`src/rtl/disp_arbiter.sv`:
```
// Round-robin arbiter sharing the 8-digit display between 4 requesters with a minimum grant dwell.
// Optional macro DISP_ARB_PRIO0_EN makes requester 0 a preempting priority requester.
module disp_arbiter #(
    parameter int DWELL = 50_000_000,
    parameter int CNT_W = 26
) (
    input  logic        clk,
    input  logic        rst,
    input  logic [3:0]  req,
    input  logic [31:0] data0,
    input  logic [31:0] data1,
    input  logic [31:0] data2,
    input  logic [31:0] data3,
    output logic [3:0]  grant,
    output logic [1:0]  cur_id,
    output logic [31:0] disp_d,
    output logic        disp_en,
    output logic        switch_p
);

    localparam logic [CNT_W-1:0] CNT_LAST = CNT_W'(DWELL - 1);

    typedef enum logic {
        IDLE  = 1'b0,
        GRANT = 1'b1
    } state_t;

    state_t            state_q, state_d;
    logic [3:0]        grant_q, grant_d;
    logic [1:0]        cur_id_q, cur_id_d;
    logic [1:0]        ptr_q, ptr_d;
    logic [CNT_W-1:0]  cnt_q, cnt_d;
    logic [31:0]       disp_d_q, disp_d_d;
    logic              disp_en_q, disp_en_d;
    logic              switch_q, switch_d;

    logic              nw_found;
    logic [1:0]        nw_id;
    logic [1:0]        scan_idx;
    logic [31:0]       data_sel;
    logic              rearb;

    // Scan starts just after the pointer; the pointer itself (current owner) is visited last.
    always_comb begin
        nw_found = 1'b0;
        nw_id    = ptr_q;
        scan_idx = ptr_q;
        for (int k = 1; k <= 4; k++) begin
            scan_idx = ptr_q + 2'(k);
            if (!nw_found && req[scan_idx]) begin
                nw_found = 1'b1;
                nw_id    = scan_idx;
            end
        end
`ifdef DISP_ARB_PRIO0_EN
        if (req[0]) begin
            nw_found = 1'b1;
            nw_id    = 2'd0;
        end
`endif
    end

    always_comb begin
        case (cur_id_q)
            2'd0:    data_sel = data0;
            2'd1:    data_sel = data1;
            2'd2:    data_sel = data2;
            default: data_sel = data3;
        endcase
    end

    always_comb begin
        state_d   = state_q;
        grant_d   = grant_q;
        cur_id_d  = cur_id_q;
        ptr_d     = ptr_q;
        cnt_d     = cnt_q;
        disp_d_d  = disp_d_q;
        disp_en_d = disp_en_q;
        switch_d  = 1'b0;
        rearb     = 1'b0;

        case (state_q)
            IDLE: begin
                if (req != 4'b0000) begin
                    rearb = 1'b1;
                end
            end
            GRANT: begin
                disp_d_d = data_sel;
`ifdef DISP_ARB_PRIO0_EN
                if (req[0] && (cur_id_q != 2'd0)) begin
                    rearb = 1'b1;
                end else if (req[0]) begin
                    // Priority owner ignores the dwell entirely.
                    cnt_d = '0;
                end else
`endif
                if (!req[cur_id_q] || (cnt_q == CNT_LAST)) begin
                    rearb = 1'b1;
                end else begin
                    cnt_d = cnt_q + 1'b1;
                end
            end
            default: begin
                state_d = IDLE;
            end
        endcase

        if (rearb) begin
            if (nw_found) begin
                state_d   = GRANT;
                grant_d   = 4'b0001 << nw_id;
                cur_id_d  = nw_id;
                ptr_d     = nw_id;
                cnt_d     = '0;
                disp_en_d = 1'b1;
                switch_d  = (state_q == IDLE) || (nw_id != cur_id_q);
            end else begin
                // Going idle: disp_d and cur_id keep their last values.
                state_d   = IDLE;
                grant_d   = 4'b0000;
                cnt_d     = '0;
                disp_en_d = 1'b0;
                switch_d  = 1'b1;
            end
        end
    end

    always_ff @(posedge clk) begin
        if (rst) begin
            state_q   <= IDLE;
            grant_q   <= 4'b0000;
            cur_id_q  <= 2'd0;
            ptr_q     <= 2'd3;
            cnt_q     <= '0;
            disp_d_q  <= 32'h0;
            disp_en_q <= 1'b0;
            switch_q  <= 1'b0;
        end else begin
            state_q   <= state_d;
            grant_q   <= grant_d;
            cur_id_q  <= cur_id_d;
            ptr_q     <= ptr_d;
            cnt_q     <= cnt_d;
            disp_d_q  <= disp_d_d;
            disp_en_q <= disp_en_d;
            switch_q  <= switch_d;
        end
    end

    assign grant    = grant_q;
    assign cur_id   = cur_id_q;
    assign disp_d   = disp_d_q;
    assign disp_en  = disp_en_q;
    assign switch_p = switch_q;

endmodule

```
`config.mk`:
```
export PLATFORM = sky130hd
export DESIGN_NAME = disp_arbiter
export DESIGN_NICKNAME = d
export VERILOG_FILES = /design/src/rtl/disp_arbiter.sv
export SDC_FILE = /design/constraint.sdc
export NUM_CORES = 1
export LEC_CHECK = 0
export BUFFER_PORTS_ARGS = -buffer_cell sky130_fd_sc_hd__buf_2
export CORE_MARGIN = 10
export CORE_UTILIZATION = 31
export CTS_BUF_LIST = sky130_fd_sc_hd__clkbuf_8
export CTS_CLUSTER_DIAMETER = 100
export CTS_CLUSTER_SIZE = 24
export DETAILED_ROUTE_END_ITERATION = 10
export MAX_ROUTING_LAYER = met4
export PLACE_DENSITY_LB_ADDON = 0.25
export SLEW_MARGIN = 25
export SYNTH_ARGS = -nofsm -noshare
export SYNTH_HDL_FRONTEND = slang
export SYNTH_SLANG_ARGS = --single-unit
```
`constraint.sdc`:
```
create_clock -name clk -period 2.4 [get_ports clk]
set_input_delay 0.24 -clock clk [delete_from_list [all_inputs] [get_ports clk]]
set_output_delay 0.24 -clock clk [all_outputs]
set_load 0.01 [all_outputs]
```
# ---- Word-level counts from Yosys, hierarchy flattened
# Cells that the tools add are included.
# Widths: inputs -> output; s select.
dict set report word_totals {
  ff_bits 68
  latchBits 0
  mem_bits_rw 0
  rom_bits 0
  input_bits 134
  out_inout_bits 40
  memories 0
}
dict set report classes {
  addsub 4
  mul 0
  n_div 0
  magnitude_cmp 5
  n_eq_ne 4
  shift 1
  muxes 25
  bitwise 3
  n_reduce_logical 15
}
# op count
set ops {}
lappend ops {{$pmux 32 s3} 1}
lappend ops {{$add 26x1->26 const B} 1}
lappend ops {{$eq 26x26->1 const B} 1}
lappend ops {{$lt 2x3->1 const B} 5}
lappend ops {{$mux 1} 13}
lappend ops {{$bmux 1 s2} 5}
lappend ops {{$mux 2} 4}
lappend ops {{$add 2x2->2 const B} 2}
lappend ops {{$logic_not 1->1} 4}
lappend ops {{$mux 4} 1}
lappend ops {{$reduce_and 2->1} 2}
lappend ops {{$reduce_bool 4->1} 1}
lappend ops {{$reduce_or 2->1} 2}
lappend ops {{$shl 1x2->4 const A} 1}
lappend ops {{$logic_and 1x1->1} 3}
lappend ops {{$not 1->1} 3}
lappend ops {{$add 2x1->2 const B} 1}
lappend ops {{$eq 2x1->1 const B} 1}
lappend ops {{$eq 2x2->1 const B} 1}
lappend ops {{$logic_not 2->1} 1}
lappend ops {{$logic_or 1x1->1} 2}
lappend ops {{$ne 2x2->1} 1}
lappend ops {{$pmux 1 s2} 1}

# ---- Longest topological paths before layout
# Gate-level depths: netlist (run 1).
dict set report logic_depth {
  depth_word 16
  depth_mapped 9
  depth_no_buf 5
}

# ---- Least setup slack after synthesis (run 1)
# OpenSTA, ideal clock, no wires.
dict set report synth_path {
  kind {register to register}
  start {reg cur_id_q[1] (netlist: cur_id[1])}
  end {reg cnt_q[23]}
  arrival_time_ps 1880
  slack_ps 450
  path_stages_with_launch 8
  n_path_buf 2
  synth_period_minus_slack_ps 1950
  path_cell_list {dfxtp_1 > buf_4 > mux4_2 > nand2_1 > a211o_1 > buf_2 > or4_1 > a21oi_1}
}
dict set report synth_between {
  elab_chain_len 7
  elab_cells_between_ends 9
}
# item line_no
set synth_rtl {}
lappend synth_rtl {{start, declared} 30} ;# logic [1:0] cur_id_q, cur_id_d;
lappend synth_rtl {{start signal, assigned} 143} ;# cur_id_q <= cur_id_d;
lappend synth_rtl {{$bmux 1 s2 *} 99} ;# if (!req[cur_id_q] || (cnt_q == CNT_LAST)) begin
lappend synth_rtl {{$mux 1 (implied by the code) *} 99}
lappend synth_rtl {{$logic_not 1->1 *} 99}
lappend synth_rtl {{$logic_or 1x1->1 *} 99}
lappend synth_rtl {{$mux 1} 99}
lappend synth_rtl {{$pmux 1 s2} 83} ;# case (state_q)
lappend synth_rtl {{$reduce_or 2->1 (no source line)} -}
lappend synth_rtl {{end signal, assigned} 145} ;# cnt_q <= cnt_d;
lappend synth_rtl {{end, declared} 32} ;# logic [CNT_W-1:0] cnt_q, cnt_d;
# Every way passes the cells marked *; elsewhere a longest branch is shown, timed or not. The select of a mux whose other input is x is not followed.
# A chain may end at the register's enable or synchronous reset.

# ---- Final worst setup path (run 1)
dict set report layout_path {
  start {reg cnt_q[17]}
  end {reg cnt_q[9]}
}
dict set report layout_between {
  elab_chain_len 5
  elab_cells_between_ends 7
}
# item line_no
set layout_rtl {}
lappend layout_rtl {{$eq 26x26->1 *} 99}
lappend layout_rtl {{$logic_or 1x1->1 *} 99}
lappend layout_rtl {{$mux 1} 99}
lappend layout_rtl {{$pmux 1 s2} 83}
lappend layout_rtl {{$reduce_or 2->1 (no source line)} -}
# Every way passes the cells marked *; elsewhere a longest branch is shown, timed or not.

==> metrics.md, run 1 <==
| Metric | Value |
|---|---|
| Fmax | `464 MHz` |
| Detailed router's first-iteration violation count | `299` |
| Maximum fanout along the worst path | `10` |
| Clock Tree Root | `clkbuf_8` |
| Worst hold path stage count | `3` |
| Routed via count | `3,553` |
| CP endpoint kind | `flip-flop` |
| Setup TNS | `0 ns` |
| Worst-Margin Slew | `0.855 ns` |
| Worst-path clk slew | `0.07 ns` |
| ANT cells | `0` |
| Post-DP Area | `4700 sq um` |
| Largest net degree at the start of global routing | `36` |
| Final total power | `2.80 mW` |
| Synth warn | `0` |
| Final wirelength | `11.4 mm` |
| Main synth FF type | `dfxtp_1` |
| Detail Route Antenna Nets | `0` |
| Area of the die | `16,800 sq um` |
| PwrDens | `575 nW/um^2` |
| R2R Setup Slk | `0.24 ns` |
| Die X-Extent | `130 um` |
| Hold Startpoint | `req[0]` |
| HPWL after DPL | `9.20 mm` |
| First-pass GRT wire length | `18.5 mm` |
| RSZ-0062 raised after global routing | `false` |
| CTS sink cnt | `68` |
| Core footprint | `11,900 sq um` |
| Finished Layout Cells | `678` |
| Worst r2r src | `cnt_q[17]$_SDFFE_PP0P_` |
| Cell row count | `40` |
| Hold Path End | `disp_en$_SDFFE_PP0P_` |
| Post-synth top area share | `0.365` |
| Syn nets | `499` |
| Placed insts | `663` |
| Pre-antenna DRT Iters | `4` |
| Reg2Reg Depth | `6` |
| Initial core utilization | `0.313` |
| Post-layout minimum cycle time | `2.16 ns` |
| IO Port Bufs | `173` |
| Antenna violations before repair | `0` |
| Average size of a mapped cell | `10.3 sq um` |
| Share of layout cells above drive strength 1 | `0.443` |
| WS Path Type | `flip-flop to flip-flop` |
| Fin area | `4870 sq um` |
| Status | `finished clean` |
| CTS Buf Count | `9` |
| Tightest Hold Check Type | `primary input to flip-flop` |
| Clk_lat worst skew | `0.33 ns` |
| Peak supply drop | `0.264 mV` |
| Routability Congestion | `0.869` |
| Syn Std Cell Area | `3730 sq um` |
| GRT Residual Overflow | `0` |
| Critical path arrival | `2.41 ns` |
| Io pins | `174` |
| Post-synthesis sequential area ratio | `0.365` |
| Post-synth top cells | `dfxtp_1 (68), nor2_1 (41), mux2i_1 (33), mux4_2 (33), a21oi_1 (30)` |
| Vias in the first global route | `3,894` |
| Synth area leaders | `dfxtp_1 (36%), mux4_2 (20%), mux2i_1 (8.8%), nor2_1 (4.1%), a21oi_1 (4.0%)` |
| Routed len/inst | `16.9 um` |
| Tot GR Track Use | `0.139` |
| Clock Path Buffers | `2` |
| Share of flip-flops with an asynchronous set or reset | `0` |
| End of the worst register-to-register path | `cnt_q[9]$_SDFFE_PP0P_` |
| Final count of negative-setup-slack endpoints | `0` |
| Mapped Cells | `364` |
| Pleak | `2.02 nW` |
| Count of pins over their slew limit | `0` |
| CTS tree | `done` |
| Number of max-cap violations | `0` |
| Die Ht | `130 um` |
| CP Data Required Time | `2.65 ns` |
| Worst Skew | `0.00839 ns` |
| # H-tree levels | `3` |
| Area grow syn2layout | `30.4%` |
| Vias per inst | `5.24` |
| #FFs+latches synth | `68` |
| Post-layout util | `0.409` |
| Critical Path Source Type | `flip-flop` |
| Nets | `662` |
| Most common cell in the synthesized netlist | `dfxtp_1` |
| Slew margin rel. | `0.430` |
| Final hold vios | `0` |
| Post-synth EDFFs | `0` |
| Netlist cell types | `45` |
| Cell taking the most area after synthesis | `dfxtp_1` |
| Fin crit share | `0.898` |
| DRC violations left | `0` |
## metrics by stage
stage          setup WS, ns  hold WS, ns
2_1_floorplan         0.450        0.397
3_3_place_gp          0.253        0.459
3_5_place_dp          0.243        0.464
4_1_cts               0.226        0.229
5_1_grt              0.0724        0.273
6_report              0.245        0.258
## report_power, final
group	internal [mW]	switching (mW)	total, mW
Clock	0.359	0.417	0.776
Sequential	1.21	0.0489	1.26
Combinational	0.404	0.358	0.761
Total	1.97	0.824	2.80
## flip-flops by register name (all words and copies together), names as in the netlist
signal and flops:
cnt_q 26, cur_id 2, disp_d 32, disp_en 1, grant 4, ptr_q 2, switch_p 1
## metal layers
| layer | vias to the layer above | track usage | routed length [um] |
|---|---|---|---|
| met5 | - | - | 0 |
| met4 | 0 | 0.0403 | 183 |
| met3 | 12 | 0.0426 | 707 |
| met2 | 154 | 0.229 | 5690 |
| met1 | 1667 | 0.160 | 4860 |
| li1 | 1720 | - | - |
## timing repair
action,in CTS,in global routing
gates resized for setup,0,1
hold buffers,0,0
buffers inserted,0,0
endpoints found under the setup margin,0,1
## cell type report
| type | instances | area [sq um] |
|---|---|---|
| fillers | 1168 | 7040 |
| multi-input cells | 262 | 2220 |
| flip-flops and latches | 68 | 1360 |
| repair buffers | 180 | 918 |
| well taps | 147 | 184 |
| clock buffers | 9 | 124 |
| clock inverters | 6 | 33.8 |
| inverters | 6 | 22.5 |
## cells by family (layout without fill, tap and decap cells)
group | after synthesis | count (layout) | synth area share
AOI/OAI and AO/OA | 67 | 67 | 0.110
xor gates and xnor gates | 7 | 7 | 0.0164
adders and majority gates | 1 | 1 | 0.00335
buffers and inverters | 34 | 201 | 0.0422
DFF | 68 | 68 | 0.365
muxes | 66 | 66 | 0.288
and+or+nand+nor | 121 | 121 | 0.176
## how the worst max path moves through the flow
stage / from / to / slack, ns
after floorplan: cur_id[1]$_SDFFE_PP0P_ / cnt_q[23]$_SDFFE_PP0P_ / 0.45
after detailed placement: req[1] / cnt_q[18]$_SDFFE_PP0P_ / 0.24
after global placement: cnt_q[23]$_SDFFE_PP0P_ / switch_p$_SDFF_PP0_ / 0.25
after global routing: cnt_q[23]$_SDFFE_PP0P_ / switch_p$_SDFF_PP0_ / 0.07
after CTS: cnt_q[23]$_SDFFE_PP0P_ / switch_p$_SDFF_PP0_ / 0.23
final: cnt_q[17]$_SDFFE_PP0P_ / cnt_q[9]$_SDFFE_PP0P_ / 0.24
## cells in the final DEF (no fill, tap or decap), drive strengths merged, types with 4 or more instances in the layout
master,n
buf,180
dfxtp,68
nor2,41
mux4,33
mux2i,33
a21oi,30
nand2,16
o31ai,12
or4,11
o21ai,11
or3,9
clkbuf,9
nand3,8
nand4,8
inv,7
xnor2,7
nor4,6
and4,5
nor3,4
## critical path, cell delays in order (launching register included)
cell      delay (ns)
dfxtp_1         0.35
nor4bb_2        0.19
and4_1          0.29
a211o_1         0.46
buf_4           0.22
or4_1           0.40
a21oi_1         0.16
Power figures use the tool's default switching activity.
==> inputs of run 2 (changes only) <==
BUFFER_PORTS_ARGS = unset   (was -buffer_cell sky130_fd_sc_hd__buf_2)
CORE_UTILIZATION = 65   (was 31)
DONT_BUFFER_PORTS = 1   (was unset)
GPL_TIMING_DRIVEN = 0   (was unset)
==> run 2 against run 1 <==
  * Total power increased by 0.82%
  * Highest routed layer unchanged
  * Clock-buffer cell count rose by 1
  * Cell count fell by 33%
  * Clock power is 23% higher
==> metrics.md, run 2 (synthesis gave the netlist of run 1 again) <==
| Metric | Value |
|---|---|
| DR WL met3 | `1.08 mm (+52%)` |
| Cell row count | `27 (-33%)` |
| Routed via count | `3,117 (-12%)` |
| Pleak | `1.35 nW (-33%)` |
| First-pass GRT wire length | `17.0 mm (-8.2%)` |
| Tightest Hold Check Type | `primary input to flip-flop` |
| Share of layout cells above drive strength 1 | `0.190 (-0.253)` |
| IO Port Bufs | `0 (-100%)` |
| Status | `finished clean` |
| Die X-Extent | `95.8 um (-26%)` |
| Routed len/inst | `24.3 um (+44%)` |
| Clk_lat worst skew | `0.35 ns (+0.02 ns)` |
| Clock Tree Root | `clkbuf_8` |
| Hold_buf cts | `0 (unchanged)` |
| Reg2Reg Depth | `8 (+2)` |
| Maximum fanout along the worst path | `10 (unchanged)` |
| GRT Residual Overflow | `0 (unchanged)` |
| Io pins | `174 (unchanged)` |
| Count of pins over their slew limit | `0 (unchanged)` |
| Hold WS | `0.0915 ns (-0.166 ns)` |
| Critical Path Source Type | `flip-flop` |
| CTS Buf Count | `9 (unchanged)` |
| Final total power | `2.82 mW (+0.82%)` |
| Fmax | `446 MHz (-3.9%)` |
| Detail Route Antenna Nets | `0 (unchanged)` |
| Vias in the first global route | `3,348 (-14%)` |
| Clock Path Buffers | `2 (unchanged)` |
| CP Data Required Time | `2.68 ns (+0.03 ns)` |
| Most frequent cells in the layout | `dfxtp_1 (68), nor2_1 (41), mux4_2 (33), mux2i_1 (33), a21oi_1 (30)` |
| # H-tree levels | `3 (unchanged)` |
| Worst-Margin Slew | `0.801 ns (-0.0540 ns)` |
| CTS sink cnt | `68 (unchanged)` |
| Largest net degree at the start of global routing | `13 (-64%)` |
| Die Ht | `95.8 um (-26%)` |
| Peak supply drop | `0.473 mV (+79%)` |
| Detailed router's first-iteration violation count | `173 (-42%)` |
| Max FFs per register | `32 (unchanged)` |
| Top sig layer | `met4` |
| Core footprint | `5540 sq um (-53%)` |
| Setup TNS | `0 ns (unchanged)` |
| PwrDens | `693 nW/um^2 (+20%)` |
| Area of the die | `9180 sq um (-45%)` |
| Antenna violations before repair | `0 (unchanged)` |
| Worst-path clk slew | `0.07 ns (about the same)` |
| Area grow syn2layout | `9.08%` |
| Fin crit share | `0.934 (+0.0362)` |
| R2R Setup Slk | `0.16 ns (-0.09 ns)` |
| CTS resizes | `2 (+2)` |
| HPWL after DPL | `8.66 mm (-5.9%)` |
| Tot GR Track Use | `0.245 (+0.107)` |
| Nets | `509 (-23%)` |
| Number of max-cap violations | `0 (unchanged)` |
| Final count of negative-setup-slack endpoints | `0 (unchanged)` |
| CP endpoint kind | `flip-flop` |
| Post-CTS Setup Bufs | `0 (unchanged)` |
| Commonest non-fill, non-tap cell in the layout | `dfxtp_1` |
| Initial core utilization | `0.674 (+0.360)` |
| Slew margin rel. | `0.461 (+0.0311)` |
| Met1 Wirelength | `3.78 mm (-22%)` |
| Vias per inst | `6.88 (+31%)` |
| Pre-antenna DRT Iters | `4 (unchanged)` |
| WS Path Type | `flip-flop to flip-flop` |
| Routability Congestion | `0.951 (+9.4%)` |
| Worst hold path stage count | `2 (-1)` |
| DRC violations left | `0 (unchanged)` |
| Final hold vios | `0 (unchanged)` |
| Critical path arrival | `2.52 ns (+0.11 ns)` |
| Routed length on met2 | `6.00 mm (+5.6%)` |
| Post-layout minimum cycle time | `2.24 ns (+0.0870 ns)` |
| Final wirelength | `11.0 mm (-3.7%)` |
| Worst Skew | `0.0112 ns (+0.00285 ns)` |
| CTS tree | `done` |
## run 2: changes by cell type in the layout (fill, tap and decap cells not counted), sizes merged
cell,before,now
buf,180,11
bufinv,0,1
clkbuf,9,26
diode,0,2
inv,7,6
## run 2: worst paths after layout
check	endpoint	start
setup / recovery	cnt_q[7]$_SDFFE_PP0P_	cur_id[1]$_SDFFE_PP0P_
hold reg to reg	cnt_q[25]$_SDFFE_PP0P_	cnt_q[25]$_SDFFE_PP0P_
setup reg to reg	cnt_q[7]$_SDFFE_PP0P_	cur_id[1]$_SDFFE_PP0P_
hold / removal	disp_en$_SDFFE_PP0P_	req[2]
## run 2: where the power goes
part	internal, mW	leakage [nW]	switching (mW)
registers	1.21	0.556	0.101
logic	0.294	0.696	0.261
clock network	0.505	0.0983	0.449
total	2.01	1.35	0.811
## run 2: final cells by class
cell class	count	area (sq um)
diodes	2	5.00
plain buffers	27	138
clock buffers	10	138
clock inverters	6	63.8
fillers	389	1470
inverters	6	22.5
multi-input cells	262	2250
flip-flops and latches	68	1360
well taps	72	90.1
## run 2: layer usage
metal,up-vias,global-route usage
met2,152,0.408
met1,1536,0.253
li1,1415,-
met5,-,-
met4,0,0.0971
met3,14,0.104
## run 2: per-stage QoR
stage	worst slack [ns]	instances	util	area, sq um
finish	0.158	453	0.735	4070
floorplan	0.450	364	-	3730
global placement	0.0331	436	0.690	3820
global route	-0.000329	451	0.734	4070
detailed placement	-0.0213	436	0.690	3820
CTS	0.0352	452	0.729	4040
## run 2: worst max-delay path, stage by stage, from the launching register on
cell	delay (ns)
dfxtp_1	0.41
buf_4	0.21
mux4_2	0.53
nand2_2	0.16
a211o_4	0.16
buf_2	0.22
clkbuf_4	0.25
o21ai_0	0.10
a21oi_1	0.15
==> inputs of run 3 (changes only) <==
--- a/config.mk
+++ b/config.mk
@@ -7,3 +7,3 @@
 export LEC_CHECK = 0
-export CORE_MARGIN = 10
+export CORE_MARGIN = 5
 export CORE_UTILIZATION = 65
==> constraint.sdc (replaced) <==
create_clock -name clk -period 2.4 [get_ports clk]
set_input_delay 0.48 -clock clk [delete_from_list [all_inputs] [get_ports clk]]
set_output_delay 0.48 -clock clk [all_outputs]
set_load 0.01 [all_outputs]
==> run 3 against run 2 <==
  * Combinational power increased by 1%
  * Design area is essentially flat
  * Routed wire length down 7.5%
  * Global-route usage grew 4.4 points
  * Flip-flop and latch count stayed put
  * Die area shrank 20%
  * Clock power is 4.6% higher
  * First-iteration DRC count is 69% higher
  * Maximum frequency shrank 0.19%
  * Via count up 1.4%
  * Largest cell class unchanged
  * Largest power group unchanged
==> metrics.md, run 3 (synthesis gave the netlist of run 1 again) <==
| Metric | Value |
|---|---|
| Status | `finished clean` |
| DRC violations left | `0 (unchanged)` |
| Number of max-cap violations | `0 (unchanged)` |
| CTS tree | `done` |
| Tightest Hold Check Type | `primary input to flip-flop` |
| CTS sink cnt | `68 (unchanged)` |
| Tot GR Track Use | `0.289 (+0.0436)` |
| Commonest non-fill, non-tap cell in the layout | `dfxtp_1` |
| Antenna violations before repair | `0 (unchanged)` |
| Pleak | `1.37 nW (+1.4%)` |
| CTS Buf Count | `9 (unchanged)` |
| First-pass GRT wire length | `16.3 mm (-4.1%)` |
| Worst-Margin Slew | `0.883 ns (+0.0824 ns)` |
| Slew margin rel. | `0.406 (-0.0554)` |
| Routed len/inst | `22.6 um (-7.1%)` |
| Final wirelength | `10.2 mm (-7.5%)` |
| Core footprint | `5540 sq um (unchanged)` |
| Clock Path Buffers | `2 (unchanged)` |
| Finished Layout Cells | `451 (-0.44%)` |
| Vias per inst | `7.01 (+1.8%)` |
| CP Data Required Time | `2.68 ns (about the same)` |
| Maximum fanout along the worst path | `10 (unchanged)` |
| Sw frac | `0.276 (-0.0113)` |
| Setup TNS | `0 ns (unchanged)` |
| Switch Pwr | `0.793 mW (-2.2%)` |
| Final count of negative-setup-slack endpoints | `0 (unchanged)` |
| GRT Residual Overflow | `0 (unchanged)` |
| HPWL after DPL | `7.81 mm (-9.7%)` |
| Area of the die | `7360 sq um (-20%)` |
| Max FFs per register | `32 (unchanged)` |
| Area grow syn2layout | `9.05% (about the same)` |
| Clk pwr share | `0.348 (+0.010)` |
| CP endpoint kind | `flip-flop` |
| Pint | `2.08 mW (+3.4%)` |
| Critical path arrival | `2.52 ns (about the same)` |
| PwrDens | `705 nW/um^2 (+1.8%)` |
| Nets | `509 (unchanged)` |
| Gate power share | `0.196 (about the same)` |
| WS Path Type | `flip-flop to flip-flop` |
| Cell row count | `27 (unchanged)` |
| Pre-CTS WS | `-0.0338 ns (-0.0125 ns)` |
| Clock Tree Root | `clkbuf_8` |
| # H-tree levels | `3 (unchanged)` |
| Seq pwr share | `0.457 (-0.008)` |
| Peak supply drop | `0.551 mV (+16%)` |
| IO Port Bufs | `0 (unchanged)` |
| Share of layout cells above drive strength 1 | `0.185 (-0.00528)` |
| Routability Congestion | `0.907 (-4.6%)` |
| Count of pins over their slew limit | `0 (unchanged)` |
| Final WS setup | `0.154 ns (-0.00427 ns)` |
| Die X-Extent | `85.8 um (-10%)` |
| Most frequent cells in the layout | `dfxtp_1 (68), nor2_1 (41), mux4_2 (33), mux2i_1 (33), a21oi_1 (30)` |
| Detail Route Antenna Nets | `0 (unchanged)` |
| Critical Path Source Type | `flip-flop` |
| Post-layout minimum cycle time | `2.25 ns (+0.00427 ns)` |
| Fmax | `445 MHz (-0.19%)` |
| Final hold vios | `0 (unchanged)` |
| Final total power | `2.87 mW (+1.8%)` |
| Placed insts | `436 (unchanged)` |
| Worst-path clk slew | `0.07 ns (about the same)` |
| Largest net degree at the start of global routing | `12 (-1)` |
| Routed via count | `3,160 (+1.4%)` |
| Initial core utilization | `0.674 (unchanged)` |
| RSZ-0062 raised after global routing | `false` |
| Die Ht | `85.8 um (-10%)` |
| Vias in the first global route | `3,241 (-3.2%)` |
| Clk_lat worst skew | `0.35 ns (about the same)` |
| Worst Skew | `0.00858 ns (-0.00266 ns)` |
| Detailed router's first-iteration violation count | `293 (+69%)` |
| ANT cells | `0 (-2)` |
| Io pins | `174 (unchanged)` |
| Fin crit share | `0.936 (+0.00178)` |
| Pre-antenna DRT Iters | `5 (+1)` |
[run 3: layer usage]
layer / wire [um] / up-vias / part of all wire / global-route usage
met2: 5340 / 184 / 0.52 / 0.475
met5: 0 / - / 0 / -
met4: 367 / 0 / 0.036 / 0.122
li1: - / 1420 / - / -
met3: 707 / 37 / 0.069 / 0.0605
met1: 3780 / 1519 / 0.37 / 0.345
[run 3: final timing paths]
| kind | start | to | slack, ns | depth (start not counted) |
|---|---|---|---|---|
| setup / recovery | cur_id[1]$_SDFFE_PP0P_ | cnt_q[7]$_SDFFE_PP0P_ | 0.15 | 8 |
| hold / removal | req[2] | disp_en$_SDFFE_PP0P_ | 0.34 | 2 |
| setup reg to reg | cur_id[1]$_SDFFE_PP0P_ | cnt_q[7]$_SDFFE_PP0P_ | 0.15 | 8 |
| hold reg to reg | cnt_q[1]$_SDFFE_PP0P_ | cnt_q[1]$_SDFFE_PP0P_ | 0.49 | 2 |
[run 3: power by group through the flow]
| stage | clock network [mW] | registers, mW | logic [mW] |
|---|---|---|---|
| final | 0.998 | 1.31 | 0.562 |
| after global routing | 1.07 | 1.32 | 0.624 |
| after CTS | 1.01 | 1.31 | 0.559 |
| after detailed placement | 0 | 1.34 | 0.556 |
| after floorplan | 0 | 1.31 | 0.473 |
| after global placement | 0 | 1.34 | 0.535 |
[run 3: final cells by class]
| type | count | area [sq um] |
|---|---|---|
| plain buffers | 27 | 138 |
| clock buffers | 9 | 124 |
| clock inverters | 7 | 85.1 |
| fillers | 403 | 1470 |
| inverters | 6 | 22.5 |
| multi-input cells | 262 | 2250 |
| flip-flops and latches | 68 | 1360 |
| well taps | 72 | 90.1 |
[run 3: timing repair]
| action | in CTS | in global routing |
|---|---|---|
| hold buffers | 0 | 0 |
| setup endpoints to repair | 10 | 24 |
| setup buffers | 0 | 0 |
| gates resized for setup | 1 | 11 |
[run 3: worst max-delay path: stages (launching register included)]
cell and delay (ns):
dfxtp_1 0.40, buf_4 0.22, mux4_2 0.53, nand2_2 0.15
a211o_4 0.16, buf_2 0.23, buf_4 0.22, o21ai_0 0.11
a21oi_1 0.15
[run 3: through the flow]
step	cell area, sq um	hold WS [ns]	utilization
2_1_floorplan	3730	0.447	-
3_3_place_gp	3820	0.459	0.690
3_5_place_dp	3820	0.474	0.690
4_1_cts	4040	0.323	0.729
5_1_grt	4070	0.328	0.735
6_report	4070	0.341	0.735
